### config.mk
export PLATFORM = sky130hd
export DESIGN_NAME = npc_wbu
export DESIGN_NICKNAME = d
export VERILOG_FILES = /design/src/rtl/npc_pkg.sv /design/src/rtl/npc_wbu_scoreboard.sv /design/src/rtl/npc_wbu.sv
export SDC_FILE = /design/constraint.sdc
export NUM_CORES = 1
export LEC_CHECK = 0
export ABC_AREA = 1
export BUFFER_PORTS_ARGS = -buffer_cell sky130_fd_sc_hd__buf_2
export CAP_MARGIN = 10
export CORE_MARGIN = 10
export CORE_UTILIZATION = 45
export DETAILED_ROUTE_END_ITERATION = 8
export PLACE_DENSITY = 0.77
export SYNTH_ARGS = -nofsm -noshare
export SYNTH_HDL_FRONTEND = slang
export SYNTH_HIERARCHICAL = 1
export SYNTH_SLANG_ARGS = --single-unit
### constraint.sdc
create_clock -name clk -period 3.6 [get_ports clk]
set_clock_uncertainty 0.1 [all_clocks]
set_input_delay 0.36 -clock clk [delete_from_list [all_inputs] [get_ports clk]]
set_output_delay 0.36 -clock clk [all_outputs]
set_load 0.01 [all_outputs]
### src/rtl/npc_pkg.sv
// Shared NPC core definitions used by the write-back unit.
//   XLEN : data width
//   NREG : number of architectural registers (RV32E = 16)
//   AW   : register address width of the register file ports
package npc_pkg;
  localparam int XLEN = 32;
  localparam int NREG = 16;
  localparam int AW   = 5;
  localparam int IW   = $clog2(NREG);  // bits needed to index the busy map

  typedef logic [AW-1:0]   reg_addr_t;
  typedef logic [XLEN-1:0] word_t;

  // A register that can hold a pending write: 1..NREG-1 (x0 is hardwired).
  function automatic logic rd_legal(reg_addr_t a);
    return (a != '0) && (int'(a) < NREG);
  endfunction

  // Index outside the architectural register file.
  function automatic logic rd_illegal(reg_addr_t a);
    return int'(a) >= NREG;
  endfunction
endpackage

### src/rtl/npc_wbu_scoreboard.sv
// Per-register busy bitmap for RAW/WAW hazard detection.
//   clk, rst               : clock, async active-low reset
//   rs1/rs2_addr_i -> _o   : combinational busy queries (x0 / illegal read 0)
//   iss_valid_i, iss_rd_i  : issue request; iss_ready_o = !busy[iss_rd_i]
//   clr_en_i, clr_addr_i   : clear request, driven by the write-back register
//   busy_o                 : full bitmap, used for the write-back error check
module npc_wbu_scoreboard
  import npc_pkg::*;
(
  input  logic            clk,
  input  logic            rst,
  input  logic [AW-1:0]   rs1_addr_i,
  input  logic [AW-1:0]   rs2_addr_i,
  output logic            rs1_busy_o,
  output logic            rs2_busy_o,
  input  logic            iss_valid_i,
  input  logic [AW-1:0]   iss_rd_i,
  output logic            iss_ready_o,
  input  logic            clr_en_i,
  input  logic [AW-1:0]   clr_addr_i,
  output logic [NREG-1:0] busy_o
);
  logic [NREG-1:0] busy_q, busy_d;
  logic            set_en, clr_en;

  function automatic logic lookup(logic [NREG-1:0] map, reg_addr_t a);
    return rd_legal(a) ? map[a[IW-1:0]] : 1'b0;
  endfunction

  assign rs1_busy_o  = lookup(busy_q, rs1_addr_i);
  assign rs2_busy_o  = lookup(busy_q, rs2_addr_i);
  // Uses the registered map only, so a clear landing this edge cannot
  // open the issue gate early.
  assign iss_ready_o = !lookup(busy_q, iss_rd_i);
  assign busy_o      = busy_q;

  assign set_en = iss_valid_i && iss_ready_o && rd_legal(iss_rd_i);
  assign clr_en = clr_en_i && rd_legal(clr_addr_i);

  // Set wins over clear on the same index.
  always_comb begin
    busy_d = busy_q;
    if (clr_en) busy_d[clr_addr_i[IW-1:0]] = 1'b0;
    if (set_en) busy_d[iss_rd_i[IW-1:0]]   = 1'b1;
  end

  always_ff @(posedge clk or negedge rst) begin
    if (!rst) busy_q <= '0;
    else      busy_q <= busy_d;
  end
endmodule

### src/rtl/npc_wbu.sv
// NPC write-back unit: arbitrates ALU and LSU results (LSU has fixed
// priority), registers one result per cycle onto the register-file write
// port and tracks pending writes in a busy scoreboard.
//   clk, rst                       : clock, async active-low reset
//   iss_valid/iss_rd/iss_ready     : IDU issue handshake (WAW stall)
//   rs1/rs2_addr -> rs1/rs2_busy   : IDU RAW hazard queries
//   alu_valid/rd/data/ready        : ALU result channel
//   lsu_valid/rd/data/ready        : LSU load-return channel (always ready)
//   rd_addr/rd_data/rd_wen         : register-file write port (latency 1)
//   commit_cnt                     : retired-result counter (wraps)
//   wb_err                         : sticky protocol-error flag
module npc_wbu
  import npc_pkg::*;
(
  input  logic            clk,
  input  logic            rst,
  input  logic            iss_valid,
  input  logic [AW-1:0]   iss_rd,
  output logic            iss_ready,
  input  logic [AW-1:0]   rs1_addr,
  input  logic [AW-1:0]   rs2_addr,
  output logic            rs1_busy,
  output logic            rs2_busy,
  input  logic            alu_valid,
  input  logic [AW-1:0]   alu_rd,
  input  logic [XLEN-1:0] alu_data,
  output logic            alu_ready,
  input  logic            lsu_valid,
  input  logic [AW-1:0]   lsu_rd,
  input  logic [XLEN-1:0] lsu_data,
  output logic            lsu_ready,
  output logic [AW-1:0]   rd_addr,
  output logic [XLEN-1:0] rd_data,
  output logic            rd_wen,
  output logic [31:0]     commit_cnt,
  output logic            wb_err
);
  logic [NREG-1:0] busy;
  reg_addr_t       rd_addr_q, sel_rd;
  word_t           rd_data_q, sel_data;
  logic            rd_wen_q, acc, sel_busy, err_d, err_q;
  logic [31:0]     cnt_q;

  npc_wbu_scoreboard u_sb (
    .clk         (clk),
    .rst         (rst),
    .rs1_addr_i  (rs1_addr),
    .rs2_addr_i  (rs2_addr),
    .rs1_busy_o  (rs1_busy),
    .rs2_busy_o  (rs2_busy),
    .iss_valid_i (iss_valid),
    .iss_rd_i    (iss_rd),
    .iss_ready_o (iss_ready),
    .clr_en_i    (rd_wen_q),
    .clr_addr_i  (rd_addr_q),
    .busy_o      (busy)
  );

  // LSU cannot be stalled; ALU waits whenever a load returns.
  assign lsu_ready = 1'b1;
  assign alu_ready = !lsu_valid;
  assign acc       = lsu_valid || alu_valid;
  assign sel_rd    = lsu_valid ? lsu_rd   : alu_rd;
  assign sel_data  = lsu_valid ? lsu_data : alu_data;
  assign sel_busy  = rd_legal(sel_rd) ? busy[sel_rd[IW-1:0]] : 1'b0;

  always_comb begin
    err_d = err_q;
    if (acc && rd_legal(sel_rd) && !sel_busy)            err_d = 1'b1;
    if (acc && rd_illegal(sel_rd))                       err_d = 1'b1;
    if (iss_valid && iss_ready && rd_illegal(iss_rd))    err_d = 1'b1;
  end

  always_ff @(posedge clk or negedge rst) begin
    if (!rst) begin
      rd_addr_q <= '0;
      rd_data_q <= '0;
      rd_wen_q  <= 1'b0;
      cnt_q     <= '0;
      err_q     <= 1'b0;
    end else begin
      rd_wen_q <= acc && rd_legal(sel_rd);
      if (acc) begin
        rd_addr_q <= sel_rd;
        rd_data_q <= sel_data;
        cnt_q     <= cnt_q + 32'd1;
      end
      err_q <= err_d;
    end
  end

  assign rd_addr    = rd_addr_q;
  assign rd_data    = rd_data_q;
  assign rd_wen     = rd_wen_q;
  assign commit_cnt = cnt_q;
  assign wb_err     = err_q;
endmodule

# Word level (Yosys, flattened, before mapping)
# Cells that the tools add are included.
# word_totals
out_inout_bits	76
wordCells	71
ff_bits	87
# op_classes
n_bitwise	3
magnitude_cmp	14
n_addsub	1
mux	23
n_reduce_logical	24
# op_table
operator	count
$add A32 B1 Y32 const B	1
$mux W16	2
$mux W32	1
$lt A4 B5 Y1 const B	5
$lt A5 B5 Y1 const B	5
$reduce_bool A5 Y1	5
$and A16 B16 Y16	1
$bmux W1 S4	4
$not A16 Y16	1
$or A16 B16 Y16	1
$logic_and A1 B1 Y1	14
$mux W1	13
$ge A5 B5 Y1 const B	2
$demux W1 S4	2
$ge A4 B1 Y1 const B	2
$mux W5	1
$logic_not A1 Y1	3
$reduce_bool A3 Y1	1
$logic_or A1 B1 Y1	1

# Logic depth before layout (Yosys ltp)
# Gate-level depths: netlist of run 1.
# logic_depth
ltp_word	9
depth_mapped	11
ltp_nobuf	11

# Cells and area by module
# The synthesis of run 1 kept the hierarchy.
# modules_own_cells
mod	area_per_inst_um2	cells_per_inst	instances
npc_wbu	3809.9	502	1
npc_wbu_scoreboard	1388.8	216	1

# Least setup slack after synthesis of run 1
# OpenSTA, ideal clock, no wires.
# synth_path
path_type	in2reg
start	in iss_rd[0]
end	reg err_q, in the netlist wb_err
arrival_ps	1441
setup_ps	125
t_required_ps	3375
slack_ps	1934
path_stages	11
n_path_buf	0
path_cell_list	inv_2 -> nand2_1 -> nand2_1 -> nand2_1 -> nand2_1 -> nand2_2 -> nand2_2 -> nor2_4 -> or2_2 -> a311oi_1 -> nand2_1
# synth_between
elab_chain_len	7
# synth_rtl
element	line_no	source
start: declaration	npc_wbu.sv:18	input logic [AW-1:0] iss_rd,
$bmux W1 S4 (tied with other cells)	npc_wbu_scoreboard.sv:27	return rd_legal(a) ? map[a[IW-1:0]] : 1'b0;
$mux W1 (not written as such) / $logic_and A1 B1 Y1 (equally long branches)	npc_wbu_scoreboard.sv:27, npc_pkg.sv:16	
$mux W1 *	npc_wbu_scoreboard.sv:27	
$logic_not A1 Y1 *	npc_wbu_scoreboard.sv:34	assign iss_ready_o = !lookup(busy_q, iss_rd_i);
net iss_ready	npc_wbu.sv:19	output logic iss_ready,
$logic_and A1 B1 Y1 * (2 in a row)	npc_wbu.sv:71	if (iss_valid && iss_ready && rd_illegal(iss_rd)) err_d = 1'b1;
$reduce_bool A3 Y1 (no source line) / $mux W1 (equally long branches)	--	
end signal: assignment	npc_wbu.sv:88	err_q <= err_d;
end: declaration	npc_wbu.sv:41	logic rd_wen_q, acc, sel_busy, err_d, err_q;
# The timed path passes the listed nets; every way through them passes the cells marked *. The select of a mux whose other input is x is not followed.
# A chain may end at the register's enable or synchronous reset.

# Final worst setup path of run 1
# layout_path
start	reg u_sb.busy_q[12], in the netlist u_sb/busy_o[12]
end	out iss_ready
# layout_between
elab_chain_len	4
# layout_rtl
element	line_no	source
start: declaration	npc_wbu_scoreboard.sv:23	logic [NREG-1:0] busy_q, busy_d;
start signal: assignment	npc_wbu_scoreboard.sv:49	else busy_q <= busy_d;
$bmux W1 S4	npc_wbu_scoreboard.sv:27	
$mux W1 (not written as such)	npc_wbu_scoreboard.sv:27	
$mux W1	npc_wbu_scoreboard.sv:27	
$logic_not A1 Y1	npc_wbu_scoreboard.sv:34	
end: declaration	npc_wbu.sv:19	
# No other way between the ends. The select of a mux whose other input is x is not followed.

==> impl_metrics.env, run 1 <==
export IMPL_status="completed"
export IMPL_synth_cells=718
export IMPL_hold_path_class="input port to register"
export IMPL_endpoint_kind="primary output"
export IMPL_ir_drop_v=0.000260
export IMPL_area_growth_pct=23.2
export IMPL_hold_viol_final=0
export IMPL_timing_slew_headroom_pct=56.9
export IMPL_synth_cell_area_um2=5200
export IMPL_cts_buffers_inserted=9
export IMPL_fp_dieW_um=127
export IMPL_p_int_mw=1.99
export IMPL_grt_start_max_net_pins=44
export IMPL_cpMaxStageDelayCell="dfrtp_1"
export IMPL_finalPower_mw=3.07
export IMPL_async_flop_share_pct=100
export IMPL_cts_setup_buffers=0
export IMPL_place_inst=1009
export IMPL_cts_resized=0
export IMPL_crit_fanout=16
export IMPL_ctsLongestPathBuffers=2
export IMPL_final_cells=1025
export IMPL_leakagePower_nw=3.22
export IMPL_cts_root_buf="clkbuf_16"
export IMPL_syn_area_per_cell_um2=7.24
export IMPL_grt_pass1_vias=5233
export IMPL_synth_seq_cells=87
export IMPL_antenna_found_initial=0
export IMPL_cap_viol_max_count=0
export IMPL_cts_hold_buf=1
export IMPL_drv_slew=0
export IMPL_mostFrequentLayoutCells="nand2_1 (205), buf_2 (167), nor2_1 (96)"
export IMPL_finalWirelength_mm=15.9
export IMPL_grt_pass1_wl_mm=25.8
export IMPL_clk_latency_ns=0.34
export IMPL_pin_count=170
export IMPL_setup_viol=0
export IMPL_critPathRequiredTime_ns=3.14
export IMPL_vias=5280
export IMPL_cts_tree="built"
export IMPL_setup_tns_ns=0
export IMPL_path_clk_slew_ns=0.06
export IMPL_die_area_um2=16300
export IMPL_worst_path_buf_inv=1
export IMPL_final_common_cell="nand2_1"
export IMPL_dp_hpwl_mm=12.1
export IMPL_layout_drive_gt1_share_pct=25.1
export IMPL_ant_nets=0
export IMPL_netlist_area_leader_share_pct=41.9
export IMPL_h_tree_depth=3
export IMPL_yosys_area_top_type="dfrtp_1"
export IMPL_synthesis_nets=813
export IMPL_worst_pin_slew_ns=0.645
export IMPL_drc=0
export IMPL_yosys_cell_types_count=43
export IMPL_crit_top_cell="nand2_1"
export IMPL_grt_overflow=0
export IMPL_drtIter0Drc=303
export IMPL_yosys_warnings=6
export IMPL_core_um2=11400
export IMPL_synth_ff_type="dfrtp_1"
export IMPL_start_kind="register"
export IMPL_seq_area_frac_synth_pct=41.9
export IMPL_pwr_share_clk_pct=29.6
export IMPL_initial_core_util_pct=45.7
export IMPL_critical_path_top_delay_family="simple AND/OR/NAND/NOR gates"
export IMPL_path_cells="nand2_1 > nand2_1 > nand2_1 > nand2_1 > nand2_1 > nand2_1 > nor2_4 > or2_2 > buf_2"
export IMPL_placementRows=39
export IMPL_die_h_um=127
export IMPL_io_buffers=168
export IMPL_cts_sinks=87
export IMPL_drtPass1Iterations=5
export IMPL_p_switching_mw=1.08
export IMPL_pwr_share_seq_pct=44.6
export IMPL_fill_cells=1113
export IMPL_p_per_area_nw_per_um2=479
export IMPL_max_freq_mhz=423
export IMPL_insertedDiodeCount=0
export IMPL_crit_type="register to primary output"
export IMPL_grtUsageTotal_pct=19.0
export IMPL_finalNetCount=973
export IMPL_yosys_top_cells_area="dfrtp_1 (42%), nand2_1 (15%), a21oi_1 (7.3%)"
export IMPL_synth_edf_count=0
export IMPL_sw_frac_of_total_pct=35.3
export IMPL_crit_arrival_ns=1.90
export IMPL_post_route_period_util_pct=65.6
export IMPL_slowest_delay_ns=0.47
export IMPL_finalCoreUtilization_pct=56.3
export IMPL_viasPerCell=5.15
export IMPL_post_drt_wl_per_cell_um=15.5
export IMPL_p_comb_share_pct=25.8
export IMPL_place_congestion=0.917
export IMPL_rsz0062_at_grt="no"
export IMPL_min_period_ns=2.36
[power by group through the flow]
stage	combinational [mW]	sequential, mW	clock (mW)
after global routing	0.903	1.39	0.951
after CTS	0.797	1.37	0.918
final	0.793	1.37	0.907
after floorplan	0.479	1.34	0
after detailed placement	0.796	1.38	0
after global placement	0.783	1.38	0
[sequential cells by signal, summed over array words and instances, names as in the netlist]
name	count
u_sb/busy_o	16
rd_wen	1
commit_cnt	32
wb_err	1
rd_data	32
rd_addr	5
[final timing paths]
path	startpoint	endpoint	slack, ns	cells after the start
max in group asynchronous	rst	commit_cnt[26]$_DFFE_PN0P_	2.22	3
min reg2reg	u_sb/busy_o[0]$_DFF_PN0_	u_sb/busy_o[0]$_DFF_PN0_	0.35	0
max reg2reg	commit_cnt[0]$_DFFE_PN0P_	commit_cnt[20]$_DFFE_PN0P_	1.69	7
max	u_sb/busy_o[12]$_DFF_PN0_	iss_ready	1.24	9
min in group asynchronous	rst	commit_cnt[25]$_DFFE_PN0P_	0.42	2
min	alu_data[26]	rd_data[26]$_DFFE_PN0P_	0.16	3
[cells in the mapped netlist (8+ instances only)]
cell	count
nand2_1	205
clkbuf_1	9
buf_2	13
a21oi_1	76
inv_1	52
nand3_1	46
nor2_1	96
o21ai_0	31
nand3_2	10
xnor2_1	8
xor2_1	13
dfrtp_1	87
[layout make-up]
class                           count  area, um^2  area share, %
Multi-Input combinational cell    549        2660           41.5
Sequential cell                    87        2180           34.0
Timing Repair Buffer              175         898           14.0
Clock buffer                       11         233           3.63
Inverter                           56         210           3.28
Tap cell                          143         179           2.79
Clock inverter                      4        47.5          0.742
[through the flow]
step	hold WS, ns	cell area (um^2)	setup WS, ns
after floorplan	-0.0356	5200	1.93
after global placement	0.268	6110	1.43
after detailed placement	0.267	6110	1.41
after CTS	0.155	6400	1.24
after global routing	0.165	6400	1.10
final	0.159	6400	1.24
[cells by family after synthesis]
family,Yosys count,synth area share (%)
other,1,0.0721
adder cells (fa/ha/maj),1,0.241
XOR/XNOR,21,3.54
AND/OR/NAND/NOR,398,34.2
flip-flops,87,41.9
buffers and inverters,82,6.98
AO/OA/AOI/OAI,128,13.1
[worst reg2reg max path: stages (launching register included)]
cell,delay (ns)
dfrtp_1,0.45
ha_1,0.25
inv_1,0.11
nor3_4,0.31
nand4_1,0.24
nand3b_1,0.21
o21ai_1,0.09
inv_1,0.05
[per-layer routing]
| metal | vias up | GRT usage (%) | routed length [um] |
|---|---|---|---|
| li1 | 2652 | - | - |
| met1 | 2408 | 23.2 | 6550 |
| met2 | 193 | 31.3 | 7700 |
| met3 | 27 | 5.38 | 1270 |
| met4 | 0 | 7.03 | 333 |
| met5 | - | 0 | 0 |
Note: power is estimated with default switching activity, not from simulation.
==> run 2, diff against run 1 <==
Settings changed: PLACE_DENSITY 0.77 to 0.8.
Clock period 3.6 ns to 1.95 ns, I/O delays scaled along.
==> impl_metrics.env, run 2 (synthesis results as in run 1) <==
export IMPL_status="completed"
export IMPL_finalWirelength_mm=16.7
export IMPL_use_met2_pct=33.3
export IMPL_cts_sinks=87
export IMPL_drtPass1Iterations=5
export IMPL_grt_overflow=0
export IMPL_vias=5543
export IMPL_die_h_um=127
export IMPL_ctsLongestPathBuffers=2
export IMPL_reg2reg_slack_ns=0.18
export IMPL_finalNetCount=1008
export IMPL_fill_cells=1032
export IMPL_crit_type="register to primary output"
export IMPL_max_freq_mhz=540
export IMPL_worst_path_buf_inv=1
export IMPL_met3_usage_pct=6.78
export IMPL_ant_nets=0
export IMPL_insertedDiodeCount=0
export IMPL_worst_pin_slew_ns=0.516
export IMPL_min_period_ns=1.85
export IMPL_holdPathStages=3
export IMPL_grt_pass1_vias=5539
export IMPL_start_kind="register"
export IMPL_grt_start_max_net_pins=39
export IMPL_r2r_end="commit_cnt[20]$_DFFE_PN0P_"
export IMPL_path_cells="nand2_1 > nand2_1 > nand2_1 > nand2_1 > nand2_1 > nand2_2 > nor2_4 > or2_4 > buf_6"
export IMPL_p_per_area_nw_per_um2=863
export IMPL_fp_dieW_um=127
export IMPL_critical_path_top_delay_family="simple AND/OR/NAND/NOR gates"
export IMPL_slowest_delay_ns=0.45
export IMPL_cap_viol_max_count=0
export IMPL_place_congestion=0.925
export IMPL_final_common_cell="nand2_1"
export IMPL_post_route_period_util_pct=95.0
export IMPL_initial_core_util_pct=45.7
export IMPL_grtUsageTotal_pct=20.3
export IMPL_cts_root_buf="clkbuf_16"
export IMPL_h_tree_depth=3
export IMPL_drc=0
export IMPL_dp_hpwl_mm=12.3
export IMPL_area_growth_pct=30.1
export IMPL_cpMaxStageDelayCell="dfrtp_1"
export IMPL_setup_viol=0
export IMPL_drv_slew=0
export IMPL_critPathRequiredTime_ns=1.65
export IMPL_timing_slew_headroom_pct=65.6
export IMPL_crit_arrival_ns=1.56
export IMPL_busiest_layer="met2"
export IMPL_core_um2=11400
export IMPL_fin_ws_ns=0.0978
export IMPL_post_drt_wl_per_cell_um=15.8
export IMPL_setup_worst_path_start="u_sb/busy_o[10]$_DFF_PN0_"
export IMPL_die_area_um2=16300
export IMPL_io_buffers=168
export IMPL_grt_pass1_wl_mm=27.2
export IMPL_finalPower_mw=5.83
export IMPL_worstHoldStart="alu_data[6]"
export IMPL_clk_latency_ns=0.34
export IMPL_hold_viol_final=0
export IMPL_crit_fanout=5
export IMPL_pin_count=170
export IMPL_post_place_ws_ns=0.196
export IMPL_finalCoreUtilization_pct=59.5
export IMPL_ir_drop_v=0.000566
export IMPL_rsz0062_at_grt="no"
export IMPL_use_met1_pct=23.9
export IMPL_endpoint_kind="primary output"
export IMPL_mostFrequentLayoutCells="nand2_1 (204), buf_2 (166), nor2_1 (96)"
export IMPL_leakagePower_nw=3.39
export IMPL_layout_drive_gt1_share_pct=26.2
export IMPL_drtIter0Drc=335
export IMPL_setup_tns_ns=0
export IMPL_hold_end="rd_data[6]$_DFFE_PN0P_"
export IMPL_cts_tree="built"
export IMPL_timing_rr_start="commit_cnt[1]$_DFFE_PN0P_"
export IMPL_ff2ff_path_depth=7
export IMPL_hold_path_class="input port to register"
export IMPL_cts_buffers_inserted=9
export IMPL_viasPerCell=5.23
export IMPL_antenna_found_initial=0
export IMPL_path_clk_slew_ns=0.07
export IMPL_placementRows=39
export IMPL_crit_top_cell="nand2_1"
run 2: worst max path at each step:
stage	end	slack, ns	cells after the start
4_1_cts	iss_ready	0.01	9
2_1_floorplan	commit_cnt[20]$_DFFE_PN0P_	0.30	7
6_report	iss_ready	0.1	9
3_3_place_gp	wb_err$_DFFE_PN0P_	0.25	12
3_5_place_dp	wb_err$_DFFE_PN0P_	0.20	12
5_1_grt	rs1_busy	0.004	8
run 2: metrics by stage:
stage | cell area (um^2) | instances | hold slack, ns
after global placement | 6230 | 1021 | 0.0945
after global routing | 6760 | 1060 | 0.0107
after CTS | 6740 | 1059 | 0.00218
after detailed placement | 6230 | 1021 | 0.107
final | 6760 | 1060 | 0.00605
after floorplan | 5200 | 718 | -0.201
run 2: repair_timing:
item / in CTS / in global routing
buffers inserted: 0 / 1
hold buffers: 23 / 0
gates cloned: 0 / 0
hold endpoints to repair: 57 / 0
pin swaps: 0 / 4
setup endpoints to repair: 1 / 3
resized for setup: 1 / 6
run 2: area by class of cell:
cell class,instances,area [um^2],share of cell area [%]
clock inverters,4,30.0,0.444
well taps,143,179,2.65
clock buffers,11,253,3.74
flip-flops and latches,87,2180,32.2
inverters,56,210,3.11
multi-input cells,549,2660,39.4
repair buffers,210,1250,18.4
run 2: routing by layer:
metal  part of all wire, %  vias to the layer above
met1                    40                     2535
met5                     0                        -
met2                    48                      255
met4                   3.1                        0
li1                      -                     2716
met3                   9.0                       37
run 2: worst min-delay path, cell delays in order:
cell	delay [ns]
buf_2	0.10
nand2_1	0.05
a21oi_1	0.06
run 2: power breakdown:
part	switching [mW]	internal [mW]
Sequential	0.331	2.12
Clock	0.733	0.931
Combinational	1.02	0.702
